$ cat src/rtl/bit_serializer.sv
// bit_serializer: MSB-first serializer with a valid/ready word load and gapless back-to-back frames.
// Define SERIALIZER_PARITY_EN to append one even-parity bit to every frame.
module bit_serializer #(
  parameter int WIDTH = 8
) (
  input  logic             clk,
  input  logic             reset,
  input  logic [WIDTH-1:0] load_data,
  input  logic             load_valid,
  output logic             load_ready,
  output logic             data,
  output logic             data_valid,
  output logic             busy,
  output logic             frame_done
);
  localparam int CW = $clog2(WIDTH + 1);
  localparam logic [CW-1:0] LAST = CW'(WIDTH - 1);
  typedef enum logic [1:0] {IDLE, SHIFT, PARITY} state_t;
  state_t state, state_n;
  logic [CW-1:0] cnt, cnt_n;
  logic [WIDTH-1:0] sr, sr_n;
  logic accept, last, done_n;
`ifdef SERIALIZER_PARITY_EN
  logic par, par_n;
  assign last = state == PARITY;
`else
  assign last = state == SHIFT && cnt == LAST;
`endif
  assign load_ready = !reset && (state == IDLE || last);
  assign accept = load_valid && load_ready;
  // sr is cleared whenever the block goes idle, so its MSB doubles as the quiet-low serial output
  assign data = sr[WIDTH-1];
  assign data_valid = state != IDLE;
  assign busy = data_valid;
  always_comb begin
    state_n = state;
    cnt_n = cnt;
    sr_n = sr;
`ifdef SERIALIZER_PARITY_EN
    par_n = par;
`endif
    if (accept) begin
      state_n = SHIFT;
      cnt_n = '0;
      sr_n = load_data;
`ifdef SERIALIZER_PARITY_EN
      par_n = ^load_data;
`endif
    end else if (state == SHIFT && cnt == LAST) begin
`ifdef SERIALIZER_PARITY_EN
      state_n = PARITY;
      sr_n = {par, {(WIDTH-1){1'b0}}};
`else
      state_n = IDLE;
      sr_n = '0;
`endif
    end else if (state == SHIFT) begin
      cnt_n = cnt + CW'(1);
      sr_n = sr << 1;
    end else if (state == PARITY) begin
      state_n = IDLE;
      sr_n = '0;
    end
`ifdef SERIALIZER_PARITY_EN
    done_n = state_n == PARITY;
`else
    done_n = state_n == SHIFT && cnt_n == LAST;
`endif
  end
  always_ff @(posedge clk or posedge reset) begin
    if (reset) begin
      state <= IDLE;
      cnt <= '0;
      sr <= '0;
      frame_done <= 1'b0;
`ifdef SERIALIZER_PARITY_EN
      par <= 1'b0;
`endif
    end else begin
      state <= state_n;
      cnt <= cnt_n;
      sr <= sr_n;
      frame_done <= done_n;
`ifdef SERIALIZER_PARITY_EN
      par <= par_n;
`endif
    end
  end
endmodule

$ cat config.mk
export PLATFORM = sky130hd
export DESIGN_NAME = bit_serializer
export DESIGN_NICKNAME = d
export VERILOG_FILES = /design/src/rtl/bit_serializer.sv
export SDC_FILE = /design/constraint.sdc
export NUM_CORES = 1
export LEC_CHECK = 0
export ABC_AREA = 1
export CAP_MARGIN = 20
export CORE_UTILIZATION = 46
export CTS_CLUSTER_SIZE = 14
export DETAILED_ROUTE_END_ITERATION = 12
export GPL_ROUTABILITY_DRIVEN = 0
export HOLD_SLACK_MARGIN = 0.12
export PLACE_DENSITY = 0.73
export SYNTH_ARGS = -nofsm -noshare
export SYNTH_HDL_FRONTEND = slang
export SYNTH_SLANG_ARGS = --single-unit
$ cat constraint.sdc
create_clock -name clk -period 1.43 [get_ports clk]
set_input_delay 0.286 -clock clk [delete_from_list [all_inputs] [get_ports clk]]
set_output_delay 0.286 -clock clk [all_outputs]
set_load 0.05 [all_outputs]
==> results of run 1 <==
-- worst reg2reg max path, cell delays in order (launching register included) --
cell     delay, ns
dfrtp_1       0.42
buf_6         0.13
inv_4         0.03
ha_4          0.16
buf_4         0.13
buf_6         0.11
a31oi_4       0.20
buf_6         0.15
nand2_8       0.08
nand2_2       0.08
nand2_1       0.05
-- report_power, final --
group / leakage, nW / switching, mW / total [mW] / internal (mW)
clock: 0.0177 / 0.158 / 0.262 / 0.105
combinational: 0.615 / 1.30 / 2.44 / 1.14
sequential: 0.196 / 0.159 / 0.765 / 0.606
-- per-layer routing --
layer  global-route usage  part of all wire  up-vias
met5                    0                 0        -
met4               0.0667             0.028        0
met3               0.0226             0.017        9
met2                0.457              0.54       16
met1                0.301              0.41      482
li1                     -                 -      518
-- synth_stat cells, types with 2 or more instances --
library cell	n
nand2_1	45
dfrtp_1	15
inv_1	15
nand3_1	12
nor2_1	11
nand4_1	8
ha_1	4
inv_2	3
a21oi_1	2
buf_2	2
nand2_4	2
xor2_1	2
-- repair_timing --
item                       in CTS  in global routing
hold buffers                    0                  0
gates cloned                    1                  0
pin swaps                       6                 17
hold endpoints to repair        0                  0
gates resized for setup        15                 20
setup endpoints to repair      11                 17
setup buffers                   5                 10
-- sequential cells by signal, indices dropped and copies added (netlist names) --
signal      cells
cnt             4
state           2
sr              8
frame_done      1
-- final timing paths --
check | from | to | slack, ns | cells past startpoint
max in group asynchronous | reset | cnt[0] | 0.72 | 4
min | sr[5] | sr[5] | 0.53 | 2
min reg2reg | sr[5] | sr[5] | 0.53 | 2
max | state[0] | load_ready | -0.37 | 6
min in group asynchronous | reset | sr[6] | 0.54 | 4
max reg2reg | state[0] | sr[2] | -0.22 | 10
-- stage by stage --
step                      cells  worst slack, ns
after floorplan             130           -0.198
after global placement      187           -0.122
after detailed placement    187           -0.156
after CTS                   197           -0.350
after global routing        207           -0.424
final                       207           -0.370
-- cell type report --
type	instances	area, um2	area share
multi-input cells	94	632	0.385
well taps	27	33.8	0.0206
repair buffers	49	498	0.304
inverters	18	73.8	0.0450
flip-flops and latches	15	375	0.229
clock inverters	1	5.00	0.00305
clock buffers	3	22.5	0.0137
-- kinds of logic after synthesis --
| logic type | after synthesis | share of synthesized area |
|---|---|---|
| AOI/OAI and AO/OA | 6 | 0.0520 |
| xor gates and xnor gates | 2 | 0.0182 |
| adders and majority gates | 4 | 0.0520 |
| buffers and inverters | 22 | 0.100 |
| DFF | 15 | 0.390 |
| and+or+nand+nor | 81 | 0.388 |
==> flow_metrics.tcl, run 1 <==
set metrics [dict create \
    cts.clk_slew.worst_paths_ns 0.10 \
    min_period_ns 1.80 \
    placed_area_mm2 0.00136 \
    track_usage 0.246 \
    first_pass_iters 4 \
    startpoint_type "register" \
    wl_mm 2.86 \
    dieArea_mm2 0.00228 \
    max_freq_mhz 556 \
    drtAntennaViolNets 0 \
    antenna_found_initial 0 \
    crit_type "reg -> out" \
    tritoncts "yes" \
    syn_avg_cell_area_um2 7.40 \
    cp-end-kind "output pin" \
    final_cell_area_mm2 0.00164 \
    worst_path_max_delay_cell "dfrtp_1" \
    path_cells "buf_6 -> inv_4 -> ha_4 -> clkinvlp_4 -> a21oi_4 -> buf_12" \
    io_pins 16 \
    worstPathArrival_ns 1.51 \
    drc 0 \
    start_util 0.490 \
    critPathTopFamily "buffers and inverters" \
    yosysSeqAreaShare 0.390 \
    fin_util 0.836 \
    syn-cell-area_um2 962 \
    max_stage_delay_ns 0.43 \
    synthCells 130 \
    cts_buffer_depth 2 \
    cp_num_buf_inv 4 \
    fin_nets 196 \
    hold_class "reg -> reg" \
    setup_violations 17 \
    maxCapViolations 0 \
    power_mw 3.47 \
    timing.hold.ws_ns 0.533 \
    required_ns 1.14 \
    synth_edf_count 0 \
    slew_violations 0 \
    syn_nets 145 \
    fin_ws_ns -0.370 \
    yosys_warnings 0 \
    core_area_mm2 0.00196 \
    cts_buffers 3 \
    leakage_nw 0.829 \
    outcome "complete, but fails checks" \
    ctsRootBufferMaster "clkbuf_4" \
    nFillCells 134 \
    n_antenna_cell 0 \
    htreeDepth 1 \
    drt-initial-drc-count 16 \
    mostFrequentLayoutCell "nand2_1" \
    area_growth_pct 70.5 \
    vias 1025 \
    setup_tns_ns -3.32 \
    grt_max_degree 15 \
    dp_hpwl_mm 1.77 \
    cts_sinks 15 \
    wl_per_cell_um 13.8 \
    grt_pass1_wl_mm 3.84 \
    synthDistinctLibCells 21 \
    clkLatencyLatePin_ns 0.30 \
    ir_worst_vdd_mv 1.49 \
    drive_above_1_share 0.433 \
    overflow 0 \
    finalCritPeriodShare 1.26 \
    layout_common_cells "34 x nand2_1, 25 x buf_4, 15 x dfrtp_1" \
    vias_per_cell 4.95 \
    port_buffers 15 \
    hold_viol 0 \
    slew_headroom 0.780 \
    worst_pin_slew_ns 0.328 \
    rsz0062_at_grt "true" \
    p_per_area_mw_per_mm2 2120 \
    yosys.area.top_type_share 0.390 \
    fin_skew_ns 0.00258 \
    violations "negative setup slack" \
    async_reset_ff_frac 1.00 \
    rows 16 \
    fp.dieW_um 47.7 \
    die_y_um 47.7 \
    grt_pass1_vias 875 \
    critPathMaxFanout 3 \
    synth_top_area_cell "dfrtp_1" \
    synth-seq-cells 15 \
    ys.flop_type "dfrtp_1" \
    yosys-top-cells-area "dfrtp_1 39%, nand2_1 18%, nand3_1 6.2%, inv_1 5.9%, ha_1 5.2%" \
]
No activity file was read; power rests on OpenSTA's default activity.
==> run 2, diff against run 1 <==
--- a/config.mk
+++ b/config.mk
@@ -13,6 +13,7 @@
 export GPL_ROUTABILITY_DRIVEN = 0
 export HOLD_SLACK_MARGIN = 0.12
 export PLACE_DENSITY = 0.73
+export SLEW_MARGIN = 30
 export SYNTH_ARGS = -nofsm -noshare
 export SYNTH_HDL_FRONTEND = slang
 export SYNTH_SLANG_ARGS = --single-unit
==> results of run 2 <==
The final DEF is identical to that of run 1; final timing and power are the same.
==> run 3, diff against run 2 <==
--- a/config.mk
+++ b/config.mk
@@ -7,12 +7,13 @@
 export LEC_CHECK = 0
 export ABC_AREA = 1
 export CAP_MARGIN = 20
-export CORE_UTILIZATION = 46
+export CORE_UTILIZATION = 49
+export CTS_BUF_LIST = sky130_fd_sc_hd__clkbuf_8
 export CTS_CLUSTER_SIZE = 14
 export DETAILED_ROUTE_END_ITERATION = 12
 export GPL_ROUTABILITY_DRIVEN = 0
 export HOLD_SLACK_MARGIN = 0.12
-export PLACE_DENSITY = 0.73
+export PLACE_DENSITY = 0.77
 export SLEW_MARGIN = 30
 export SYNTH_ARGS = -nofsm -noshare
 export SYNTH_HDL_FRONTEND = slang
==> run 3 against run 2 <==
Effect of this change:
- the run still ends with negative setup slack left
- sequential share of layout area fell by 0.53 points
- largest cell class unchanged
- highest routed layer unchanged
- global-route usage rose by 2.8 points
- first-iteration DRC count grew to 3.8 times the previous value
- critical path depth grew 6
==> flow_metrics.tcl, run 3 (synthesis gave the netlist of run 1 again) <==
set metrics [dict create \
    critPathMaxFanout 5 \
    ctsRootBufferMaster "clkbuf_8" \
    clkLatencyLatePin_ns 0.25 \
    rows 15 \
    final-seq-area_um2 375 \
    nFillCells 55 \
    start_util 0.540 \
    fin_ws_ns -0.342 \
    largest_reg_flops 8 \
    crit_type "reg -> reg" \
    max_freq_mhz 564 \
    place_ws_ns -0.180 \
    leakage_nw 0.853 \
    largest-register "sr" \
    required_ns 1.57 \
    track_usage 0.274 \
    maxCapViolations 0 \
    slew_headroom 0.826 \
    cts_sinks 15 \
    htreeDepth 1 \
    die_y_um 46.3 \
    wl_met2_mm 1.89 \
    wl_mm 3.95 \
    drive_above_1_share 0.398 \
    worstPathArrival_ns 1.91 \
    timing.hold.ws_ns 0.504 \
    dieArea_mm2 0.00214 \
    cts.clk_slew.worst_paths_ns 0.06 \
    vias 1194 \
    first_pass_iters 5 \
    port_buffers 15 \
    worst_pin_slew_ns 0.260 \
    layout_common_cells "39 x nand2_1, 20 x buf_4, 15 x dfrtp_1" \
    antenna_found_initial 0 \
    slew_violations 0 \
    final_cell_area_mm2 0.00168 \
    multi_input_area_um2 623 \
    reg_top3 "sr: 8 flops, cnt: 4 flops, state: 2 flops" \
    violations "negative setup slack" \
    hold_class "in -> async" \
    wl_per_cell_um 19.2 \
    tritoncts "yes" \
    setup_violations 17 \
    cts_buffer_depth 2 \
    hold_viol 0 \
    fin_skew_ns 0.00245 \
    grt_pass1_vias 969 \
    ctsHoldBuffers 0 \
    rrSetupSlack_ns -0.34 \
    placed_area_mm2 0.00137 \
    p_per_area_mw_per_mm2 2320 \
    grt_max_degree 14 \
    setup_tns_ns -4.91 \
    met1_length_mm 1.52 \
    drc 0 \
    mostFrequentLayoutCell "nand2_1" \
    placed_cells 186 \
    vias_per_cell 5.80 \
    fin_cells 206 \
    power_mw 3.90 \
    fp.dieW_um 46.3 \
    rsz0062_at_grt "true" \
    drtAntennaViolNets 0 \
    area_growth_pct 74.5 \
    fin_nets 197 \
    dr.max_layer_used "met4" \
    grt_pass1_wl_mm 4.12 \
    min_period_ns 1.77 \
    io_pins 16 \
    outcome "complete, but fails checks" \
    n_antenna_cell 0 \
    fin_util 0.942 \
    ir_worst_vdd_mv 1.46 \
    startpoint_type "register" \
    dr_wl_met3_um 312 \
    drt-initial-drc-count 61 \
    core_area_mm2 0.00178 \
    overflow 0 \
    dp_hpwl_mm 1.84 \
    cts_buffers 3 \
    finalCritPeriodShare 1.24 \
    cp-end-kind "register" \
]
-- run 3: changes by cell type in the layout (fill, tap and decap cells not counted), sizes merged --
cell,delta
clkinv,-1
inv,+1
buf,+1
-- run 3: critical path, stage by stage (launching register included) --
cell        delay (ns)
dfrtp_1           0.43
buf_6             0.15
inv_4             0.04
ha_4              0.13
clkinvlp_4        0.12
buf_4             0.16
buf_6             0.12
nand2_8           0.07
nand3_4           0.11
nand2_1           0.11
nand2_1           0.08
nand2_1           0.09
nand2_1           0.05
-- run 3: area by class of cell --
class / instances / area share
multi-input cells: 94 / 0.371
clock buffers: 3 / 0.0246
well taps: 25 / 0.0186
repair buffers: 50 / 0.314
inverters: 18 / 0.0455
clock inverters: 1 / 0.00224
flip-flops and latches: 15 / 0.224
-- run 3: worst paths after layout --
path	startpoint	end	cells past startpoint
max	state[0]	sr[1]	12
min	reset	state[0]	3
max reg2reg	state[0]	sr[1]	12
min reg2reg	sr[3]	sr[3]	2
max in group asynchronous	reset	sr[6]	4
min in group clk	sr[3]	sr[3]	2
-- run 3: what timing repair did --
action                                  in CTS  in global routing
pin swaps                                   11                 11
endpoints found under the setup margin      11                 17
resized for setup                           10                 27
cloned                                       0                  1
buffers inserted                             6                 10
-- run 3: power by group --
group / internal, mW / total (mW) / switching, mW
logic: 1.26 / 2.77 / 1.50
registers: 0.607 / 0.783 / 0.176
clock network: 0.190 / 0.348 / 0.158
total: 2.06 / 3.90 / 1.84
-- run 3: routing by layer --
metal	GRT usage	vias up
met5	0	-
met4	0.0824	0
met3	0.0392	29
met2	0.494	85
met1	0.329	562
li1	-	518
